### src/rtl/alu_pkg.sv
// -----------------------------------------------------------------------------
// alu_pkg
// Shared constants for the ALU result collector:
//   - 2-bit result class encoding carried alongside each queued result
//   - 4-bit ALU function codes used by the surrounding datapath
//   - helper functions to decode the one-hot operation-class flags
// No ports (package).
// -----------------------------------------------------------------------------
package alu_pkg;

    // Result class encoding (stored in the FIFO next to the data word)
    localparam logic [1:0] CLS_ARITH = 2'd0;
    localparam logic [1:0] CLS_LOGIC = 2'd1;
    localparam logic [1:0] CLS_CMP   = 2'd2;
    localparam logic [1:0] CLS_SHIFT = 2'd3;

    // ALU function codes
    localparam logic [3:0] FN_ADD = 4'h0;
    localparam logic [3:0] FN_SUB = 4'h1;
    localparam logic [3:0] FN_AND = 4'h2;
    localparam logic [3:0] FN_OR  = 4'h3;
    localparam logic [3:0] FN_XOR = 4'h4;
    localparam logic [3:0] FN_NOT = 4'h5;
    localparam logic [3:0] FN_CMP = 4'h6;
    localparam logic [3:0] FN_SLL = 4'h7;
    localparam logic [3:0] FN_SRL = 4'h8;
    localparam logic [3:0] FN_SRA = 4'h9;

    // Flags are packed as {shift, cmp, logic, arith}; bit index equals class.
    function automatic logic [1:0] encode_class(input logic [3:0] flags);
        logic [1:0] cls;
        cls = CLS_ARITH;
        if (flags[1]) cls = CLS_LOGIC;
        if (flags[2]) cls = CLS_CMP;
        if (flags[3]) cls = CLS_SHIFT;
        return cls;
    endfunction

    // True when two or more flags are set (clears the lowest set bit).
    function automatic logic multi_flag(input logic [3:0] flags);
        return (flags & (flags - 4'd1)) != 4'd0;
    endfunction

endpackage

### src/rtl/sync_fifo.sv
// -----------------------------------------------------------------------------
// sync_fifo
// Single-clock FIFO with a combinational (first-word fall-through) head.
// Ports:
//   clk, rst      clock, synchronous active-high reset
//   push_i/wdata_i write request and data
//   pop_i          read request (ignored when empty)
//   rdata_o        head entry, forced to zero while empty
//   full_o/empty_o occupancy status
// A push while full is accepted only together with a pop in the same cycle.
// -----------------------------------------------------------------------------
module sync_fifo #(
    parameter int WIDTH = 18,
    parameter int DEPTH = 4
) (
    input  logic             clk,
    input  logic             rst,
    input  logic             push_i,
    input  logic [WIDTH-1:0] wdata_i,
    input  logic             pop_i,
    output logic [WIDTH-1:0] rdata_o,
    output logic             full_o,
    output logic             empty_o
);
    localparam int AW = $clog2(DEPTH);
    localparam int CW = AW + 1;

    logic [WIDTH-1:0] mem_q [DEPTH];
    logic [AW-1:0]    wr_ptr_q, wr_ptr_d;
    logic [AW-1:0]    rd_ptr_q, rd_ptr_d;
    logic [CW-1:0]    count_q, count_d;
    logic             do_push, do_pop;

    assign empty_o = (count_q == '0);
    assign full_o  = (count_q == CW'(DEPTH));
    assign rdata_o = empty_o ? '0 : mem_q[rd_ptr_q];

    assign do_pop  = pop_i & ~empty_o;
    assign do_push = push_i & (~full_o | do_pop);

    // Pointers wrap naturally because DEPTH is a power of two.
    always_comb begin
        wr_ptr_d = wr_ptr_q;
        rd_ptr_d = rd_ptr_q;
        count_d  = count_q;
        if (do_push) wr_ptr_d = wr_ptr_q + AW'(1);
        if (do_pop)  rd_ptr_d = rd_ptr_q + AW'(1);
        if (do_push && !do_pop)      count_d = count_q + CW'(1);
        else if (do_pop && !do_push) count_d = count_q - CW'(1);
    end

    always_ff @(posedge clk) begin
        if (rst) begin
            wr_ptr_q <= '0;
            rd_ptr_q <= '0;
            count_q  <= '0;
        end else begin
            wr_ptr_q <= wr_ptr_d;
            rd_ptr_q <= rd_ptr_d;
            count_q  <= count_d;
        end
    end

    // Storage needs no reset: the head is masked while empty.
    always_ff @(posedge clk) begin
        if (!rst && do_push) mem_q[wr_ptr_q] <= wdata_i;
    end

endmodule

### src/rtl/alu_result_collector.sv
// -----------------------------------------------------------------------------
// alu_result_collector
// Captures ALU results tagged with their operation class into a FIFO and
// presents them to a downstream consumer.
// Ports:
//   clk, rst                 clock, synchronous active-high reset
//   ALU_OUT                  registered ALU result
//   arith/logic/cmp/shift_flag  operation-class flags aligned with ALU_OUT
//   collect_en               capture enable
//   err_clr                  clears sticky errors (and statistics)
//   out_ready/out_valid      downstream handshake
//   out_data/out_class       head entry
//   fifo_full, fifo_empty    occupancy status
//   overflow_err, flag_err   sticky error flags
//   cnt_arith..cnt_shift     per-class accepted-push counters, present only
//                            when ALU_COLLECT_STATS_EN is defined
// Handshake: an entry transfers on a rising edge where out_valid and
// out_ready are both high; out_valid never depends on out_ready, and
// out_data/out_class hold while out_valid=1 and out_ready=0.
// -----------------------------------------------------------------------------
module alu_result_collector
    import alu_pkg::*;
#(
    parameter int DATA_W = 16,
    parameter int DEPTH  = 4
) (
    input  logic              clk,
    input  logic              rst,
    input  logic [DATA_W-1:0] ALU_OUT,
    input  logic              arith_flag,
    input  logic              logic_flag,
    input  logic              cmp_flag,
    input  logic              shift_flag,
    input  logic              collect_en,
    input  logic              err_clr,
    input  logic              out_ready,
    output logic              out_valid,
    output logic [DATA_W-1:0] out_data,
    output logic [1:0]        out_class,
    output logic              fifo_full,
    output logic              fifo_empty,
    output logic              overflow_err,
    output logic              flag_err
`ifdef ALU_COLLECT_STATS_EN
    ,
    output logic [7:0]        cnt_arith,
    output logic [7:0]        cnt_logic,
    output logic [7:0]        cnt_cmp,
    output logic [7:0]        cnt_shift
`endif
);
    logic [3:0]        flags;
    logic              one_hot, multi;
    logic              capture, pop, push, ovf_evt, flag_evt;
    logic [1:0]        cls;
    logic [DATA_W+1:0] head;
    logic              overflow_err_q, overflow_err_d;
    logic              flag_err_q, flag_err_d;

    assign flags   = {shift_flag, cmp_flag, logic_flag, arith_flag};
    assign multi   = multi_flag(flags);
    assign one_hot = (flags != 4'd0) && !multi;
    assign cls     = encode_class(flags);

    assign capture  = collect_en & one_hot;
    assign pop      = out_valid & out_ready;
    // A full FIFO still accepts when the head leaves in the same cycle.
    assign push     = capture & (~fifo_full | pop);
    assign ovf_evt  = capture & fifo_full & ~pop;
    assign flag_evt = collect_en & multi;

    sync_fifo #(
        .WIDTH(DATA_W + 2),
        .DEPTH(DEPTH)
    ) u_fifo (
        .clk    (clk),
        .rst    (rst),
        .push_i (push),
        .wdata_i({cls, ALU_OUT}),
        .pop_i  (pop),
        .rdata_o(head),
        .full_o (fifo_full),
        .empty_o(fifo_empty)
    );

    assign out_valid = ~fifo_empty;
    assign out_data  = head[DATA_W-1:0];
    assign out_class = head[DATA_W+1:DATA_W];

    // A same-cycle error event wins over err_clr.
    always_comb begin
        overflow_err_d = overflow_err_q;
        flag_err_d     = flag_err_q;
        if (err_clr) begin
            overflow_err_d = 1'b0;
            flag_err_d     = 1'b0;
        end
        if (ovf_evt)  overflow_err_d = 1'b1;
        if (flag_evt) flag_err_d     = 1'b1;
    end

    always_ff @(posedge clk) begin
        if (rst) begin
            overflow_err_q <= 1'b0;
            flag_err_q     <= 1'b0;
        end else begin
            overflow_err_q <= overflow_err_d;
            flag_err_q     <= flag_err_d;
        end
    end

    assign overflow_err = overflow_err_q;
    assign flag_err     = flag_err_q;

`ifdef ALU_COLLECT_STATS_EN
    // Counters indexed by class; saturate at 255, err_clr wins over a push.
    logic [7:0] cnt_q [4];
    logic [7:0] cnt_d [4];

    always_comb begin
        for (int i = 0; i < 4; i++) cnt_d[i] = cnt_q[i];
        if (err_clr) begin
            for (int i = 0; i < 4; i++) cnt_d[i] = 8'd0;
        end else if (push && cnt_q[cls] != 8'hFF) begin
            cnt_d[cls] = cnt_q[cls] + 8'd1;
        end
    end

    always_ff @(posedge clk) begin
        if (rst) begin
            for (int i = 0; i < 4; i++) cnt_q[i] <= 8'd0;
        end else begin
            for (int i = 0; i < 4; i++) cnt_q[i] <= cnt_d[i];
        end
    end

    assign cnt_arith = cnt_q[CLS_ARITH];
    assign cnt_logic = cnt_q[CLS_LOGIC];
    assign cnt_cmp   = cnt_q[CLS_CMP];
    assign cnt_shift = cnt_q[CLS_SHIFT];
`endif

endmodule

### config.mk
export PLATFORM = sky130hd
export DESIGN_NAME = alu_result_collector
export DESIGN_NICKNAME = d
export VERILOG_FILES = /design/src/rtl/alu_pkg.sv /design/src/rtl/sync_fifo.sv /design/src/rtl/alu_result_collector.sv
export SDC_FILE = /design/constraint.sdc
export NUM_CORES = 1
export LEC_CHECK = 0
export ABC_AREA = 1
export CAP_MARGIN = 20
export CORE_MARGIN = 5
export CORE_UTILIZATION = 50
export DETAILED_ROUTE_END_ITERATION = 16
export PLACE_DENSITY = 0.74
export RECOVER_POWER = 100
export SLEW_MARGIN = 20
export SYNTH_ARGS = -nofsm -noshare
export SYNTH_HDL_FRONTEND = slang
export SYNTH_HIERARCHICAL = 1
export SYNTH_SLANG_ARGS = --single-unit
### constraint.sdc
create_clock -name clk -period 3.4 [get_ports clk]
set_input_delay 0.85 -clock clk [delete_from_list [all_inputs] [get_ports clk]]
set_output_delay 0.85 -clock clk [all_outputs]
set_load 0.005 [all_outputs]
==> metrics, run 1 <==
status=complete, no violations; Clock Latency Late Sink=between 300 and 400 ps; htree depth=3; multi-input combinational cell area=910 um^2; Reg area=2380 um^2; worst setup margin=184 ps; CP Class=reg -> out; die width=between 90 and 100 um; Synth Cell Area=3520 um^2; initial antenna violation count=0; starting DRC count in detailed routing=101; Max Clk Rate=311 MHz; clock sink total=slightly above 80; PwrDens=638 nW/um^2; Worst-path clk slew=80 ps; nature of the critical path endpoint=output port; post-DP HPWL=4230 um; CTS Buf Count=9; largest net degree at the start of global routing=37; CP max FO=28; RSZ-0062 raised after global routing=no; Ant. Diodes=0; # port buffers=47; post-synthesis xor/xnor area fraction=0.00249; P_leak=~1.6 nW; final hold slack=around 480 ps; non-filler instance count after layout=468; fraction of layout cells with a size suffix above 1=0.0806; Pwr Total=0.00271 W; number of instances in the placed design=around 450; Routed Antenna Nets=0; GRT Overall Usage=0.162; grt ovf=0; worst path arrival time=roughly 2400 ps; drt via density=~5; HP Class=reg -> reg; die area=8810 um^2; multiplexer share of the synthesized area=0; nets=398; maximum vdd drop=0.420 mV; Synth Area in Compound Gates=0.0939; number of max-cap violations=0; post-synthesis sequential area ratio=0.677; DRC=0; fin crit share=0.946; Avg Inst Size Synth=11.3 um^2; CTS resizes=0; fill count=roughly 560; Core ar.=6830 um^2; final wirelength=between 6000 and 7000 um; CP cell instances=buf_4 -> nor2_1 -> nor2_1 -> o21ai_1 -> a21oi_1 -> dlygate4sd3_1; Slew Viols, Final=0; clk_skew=about 7.4 ps; Netlist cell types=25; Period minus WS final=3220 ps; postcts setup bufs=0; Clock Tree Root=clkbuf_8; vias post-DR=2330; number of synthesized register bits=83; Synth Instances=~310; # setup viols final=0; Worst slew margin=0.471; final-report hold violation count=0; Sum Neg Setup Slack=0 ps; area grow syn2layout=20.9%; CTS tree=done; Adder-Cell Fraction of Synth Area=0.0235; hold_buf cts=0; number of global-route vias before repair=2298; Bufs on Longest Clock Path=2; CP dominant cell by count=nor2_1; Pre-antenna DRT Iters=4; main combinational cell family by area after synthesis=simple AND/OR/NAND/NOR gates; first-pass GRT wire length=between 10000 and 15000 um; # rows=30; CP Launch Type=flop; WL per Instance=14.0 um; slowest CP cell=dlygate4sd3_1; Placer Congestion=just under 0.8; CP Data Required Time=2550 ps; Die Span Y=93.9 um; Largest stage delay, worst path=600 ps; boundary pin count=48; Initial Utilization=0.515; Worst-Margin Slew=792 ps; number of synthesis warnings=6; pre-CTS setup slack=214 ps; Mapped Nets=343; Post-Synth Simple-Gate Area=0.142
==> cell usage after synthesis (all sizes together) <==
master / instances / area (um^2)
nand2: 23 / 96.3
edfxtp: 72 / 2160
xor2: 1 / 8.76
dfxtp: 11 / 220
a21oi: 26 / 138
buf: 11 / 111
nor3: 1 / 5.00
o21bai: 1 / 7.51
nor2: 89 / 349
fa: 1 / 20.0
nand3: 8 / 50.1
ha: 5 / 62.6
o21ai: 37 / 185
inv: 26 / 103
==> state kept, by name, summed over array words and instances, names as in the netlist, named ones only <==
signal,cells
flag_err,1
overflow_err,1
u_fifo/rd_ptr_q,2
u_fifo/mem_q,72
u_fifo/count_q,3
u_fifo/wr_ptr_q,2
==> area by class of cell <==
type / count / share of cell area
clock buffer: 11 / 0.0309
clock inverter: 5 / 0.0182
inverter: 26 / 0.0241
multi-input combinational: 192 / 0.214
sequential: 83 / 0.560
tap: 96 / 0.0282
timing repair buffer: 55 / 0.125
==> worst max-delay path, delay by kind of cell, from the launching register on <==
family	cells	cell delay (ps)
AOI/OAI and AO/OA	2	290
DFF	1	560
buffers and inverters	2	960
and+or+nand+nor	2	210
==> routing by layer <==
layer / share of wire / vias to the layer above / global-route usage
met5: 0 / - / 0
met4: 0.014 / 0 / 0.0746
met3: 0.054 / 7 / 0.0321
met2: 0.53 / 63 / 0.284
met1: 0.40 / 1090 / 0.190
li1: - / 1170 / -
==> layout by cell type, fill, tap and decap left out <==
| cell type | instances |
|---|---|
| clkinv_4 | 1 |
| buf_4 | 2 |
| dfxtp_1 | 11 |
| clkdlybuf4s50_1 | 8 |
| a21oi_1 | 24 |
| a21oi_2 | 2 |
| ha_1 | 5 |
| bufinv_16 | 2 |
| nand2_2 | 3 |
| clkbuf_8 | 9 |
| xor2_1 | 1 |
| nand3_1 | 6 |
| o21ai_0 | 8 |
| clkbuf_4 | 1 |
| nor2_2 | 2 |
| fa_1 | 1 |
| clkbuf_1 | 4 |
| o21ai_1 | 29 |
| nand2_1 | 20 |
| clkinv_1 | 1 |
| nor2_1 | 87 |
| o21bai_1 | 1 |
| nor3_1 | 1 |
| clkbuf_2 | 2 |
| clkinv_2 | 1 |
| dlygate4sd3_1 | 39 |
| buf_12 | 1 |
| edfxtp_1 | 72 |
| inv_4 | 2 |
| nand3_2 | 2 |
| inv_1 | 24 |
==> path summary, 6_finish.rpt <==
check | start | slack, ps | endpoint | cells after the start
max | flop | 180 | out_data[6] | 6
min | overflow_err$_SDFFE_PP0P_ | 480 | overflow_err$_SDFFE_PP0P_ | 2
max reg2reg | u_fifo/count_q[1]$_SDFFE_PP0P_ | 410 | u_fifo/mem_q[1][2]$_DFFE_PP_ | 11
min reg2reg | overflow_err$_SDFFE_PP0P_ | 480 | overflow_err$_SDFFE_PP0P_ | 2
==> logic make-up (layout without fill, tap and decap cells) <==
kind of cell | after synthesis | count (layout)
buf+inv | 37 | 97
flops | 83 | 83
compound gates | 64 | 64
xor+xnor | 1 | 1
simple gates | 121 | 121
fa+ha+maj | 6 | 6
==> power by group <==
part           internal (W)  switching [W]
combinational      0.000353       0.000434
clock              0.000412       0.000318
sequential          0.00115      0.0000424
total               0.00192       0.000794
==> stage by stage <==
step           utilization  area [um^2]
6_report             0.623         4250
5_1_grt              0.623         4250
4_1_cts              0.629         4300
3_5_place_dp         0.598         4090
3_3_place_gp         0.598         4090
2_1_floorplan            -         3520
No activity file was read; power rests on OpenSTA's default activity.
==> run 2, diff against run 1 <==
- GPL_TIMING_DRIVEN: unset -> 0
==> run 2 against run 1 <==
Against the previous run:
- cell count increased by 1.5%
- global-route usage increased by 0.86 points
- hold slack improved by 4.7 ps
- fmax decreased by 0.24%
- sequential power about the same
- critical path type unchanged
- critical endpoint is now out_data[7]
- largest power group unchanged
==> metrics, run 2 (synthesis gave the netlist of run 1 again) <==
status=complete, no violations; CP Launch Type=flop; largest net degree at the start of global routing=14; nets=405; area grow syn2layout=24.4%; Initial Utilization=0.515; HP Class=reg -> reg; Psw=between 0.0008 and 0.0009 W; Max Clk Rate=310 MHz; register share of total power=0.419; first-pass GRT wire length=11200 um; htree depth=3; Die Span Y=between 90 and 100 um; final wirelength=approximately 6900 um; fraction of layout cells with a size suffix above 1=0.119; Worst slew margin=0.557; Bufs on Longest Clock Path=2; CTS tree=done; P_leak=roughly 1.6 nW; P_int=0.00198 W; # rows=30; max FFs per register=72; Worst-Margin Slew=664 ps; number of instances in the placed design=approximately 460; GRT Overall Usage=0.170; Core ar.=6830 um^2; final-report hold violation count=0; RSZ-0062 raised after global routing=no; final hold slack=481 ps; placed cell areas=4180 um^2; DRC=0; drt via density=4.94; postcts setup bufs=0; # port buffers=47; Clock Latency Late Sink=about 340 ps; Final Cell Area=roughly 4400 um^2; die width=93.9 um; share of total power in the clock network=0.257; hold_buf cts=0; CP Class=reg -> out; grt ovf=0; die area=between 8000 and 9000 um^2; number of max-cap violations=0; Slew Viols, Final=0; CTS Buf Count=9; clock sink total=83; non-filler instance count after layout=475; most common cell after layout, fill and taps aside=nor2_1; boundary pin count=48; most frequent cells in the layout=82 x nor2_1, 72 x edfxtp_1, 31 x dlygate4sd3_1; # setup viols final=0; post-DP HPWL=between 4000 and 5000 um; initial antenna violation count=0; Sw Share=0.297; starting DRC count in detailed routing=139; number of global-route vias before repair=2316; nature of the critical path endpoint=output port; PwrDens=645 nW/um^2; fin crit share=0.948; Worst-path clk slew=80 ps; CTS resizes=0; Period minus WS final=about 3200 ps; Routed Antenna Nets=0; clk_skew=4.94 ps; Ant. Diodes=0; Pre-antenna DRT Iters=4; WL per Instance=~15 um; largest reg by FF count=u_fifo/mem_q; Clock Tree Root=clkbuf_8; combinational power share=0.324; maximum vdd drop=0.355 mV; CP max FO=10; vias post-DR=2348; Placer Congestion=~0.75; biggest regs=u_fifo/mem_q x72, u_fifo/count_q x3; CP Data Required Time=2550 ps; worst path arrival time=2370 ps
## run 2: changes by cell type in the layout (fill, tap and decap cells not counted), sizes merged
cell	change
clkdlybuf4s50	+8
clkinvlp	+1
clkbuf	-5
buf	+11
dlygate4sd3	-8
## run 2: routing by layer
layer / share of wire / up-vias / GRT usage
met5: 0 / - / 0
met3: 0.031 / 10 / 0.0272
met1: 0.44 / 1109 / 0.210
met2: 0.51 / 44 / 0.290
met4: 0.022 / 0 / 0.0830
li1: - / 1185 / -
## run 2: final timing paths
kind,from,endpoint,slack [ps],cells after the start
worst max-delay path,flop,out_data[7],180,6
worst min register to register,overflow_err$_SDFFE_PP0P_,overflow_err$_SDFFE_PP0P_,480,2
worst max register to register,u_fifo/count_q[0]$_SDFFE_PP0P_,u_fifo/mem_q[3][1]$_DFFE_PP_,400,12
worst min-delay path,overflow_err$_SDFFE_PP0P_,overflow_err$_SDFFE_PP0P_,480,2
## run 2: metrics by stage
step / setup TNS (ps) / setup slack, ps / utilization / total power, W
2_1_floorplan: 0 / 609 / - / 0.00169
3_3_place_gp: -39670 / -634 / 0.601 / 0.00215
3_5_place_dp: -121 / -13.9 / 0.611 / 0.00218
4_1_cts: 0 / 348 / 0.642 / 0.00290
5_1_grt: 0 / 26.5 / 0.641 / 0.00300
6_report: 0 / 176 / 0.641 / 0.00282
## run 2: final cells by class
class                   count  area [um^2]
clock buffers              10          128
multi-input cells         192          930
inverters                  26          103
clock inverters             6         80.1
fillers                   556         2450
repair buffers             51          527
flip-flops and latches     83         2380
well taps                  96          120
plain buffers              11          108
## run 2: power groups by stage
| stage | logic, W | clock network (W) | registers, W |
|---|---|---|---|
| 3_3_place_gp | 0.000945 | 0 | 0.00121 |
| 4_1_cts | 0.000973 | 0.000739 | 0.00118 |
| 3_5_place_dp | 0.000971 | 0 | 0.00121 |
| 6_report | 0.000914 | 0.000725 | 0.00118 |
| 2_1_floorplan | 0.000491 | 0 | 0.00120 |
| 5_1_grt | 0.00102 | 0.000797 | 0.00119 |
## run 2: worst max-delay path, stage by stage (launching register included)
cell and delay [ps]:
dfxtp_1 310, buf_6 150, inv_4 110, clkbuf_1 440, o21ai_1 150, a21oi_1 240
dlygate4sd3_1 620
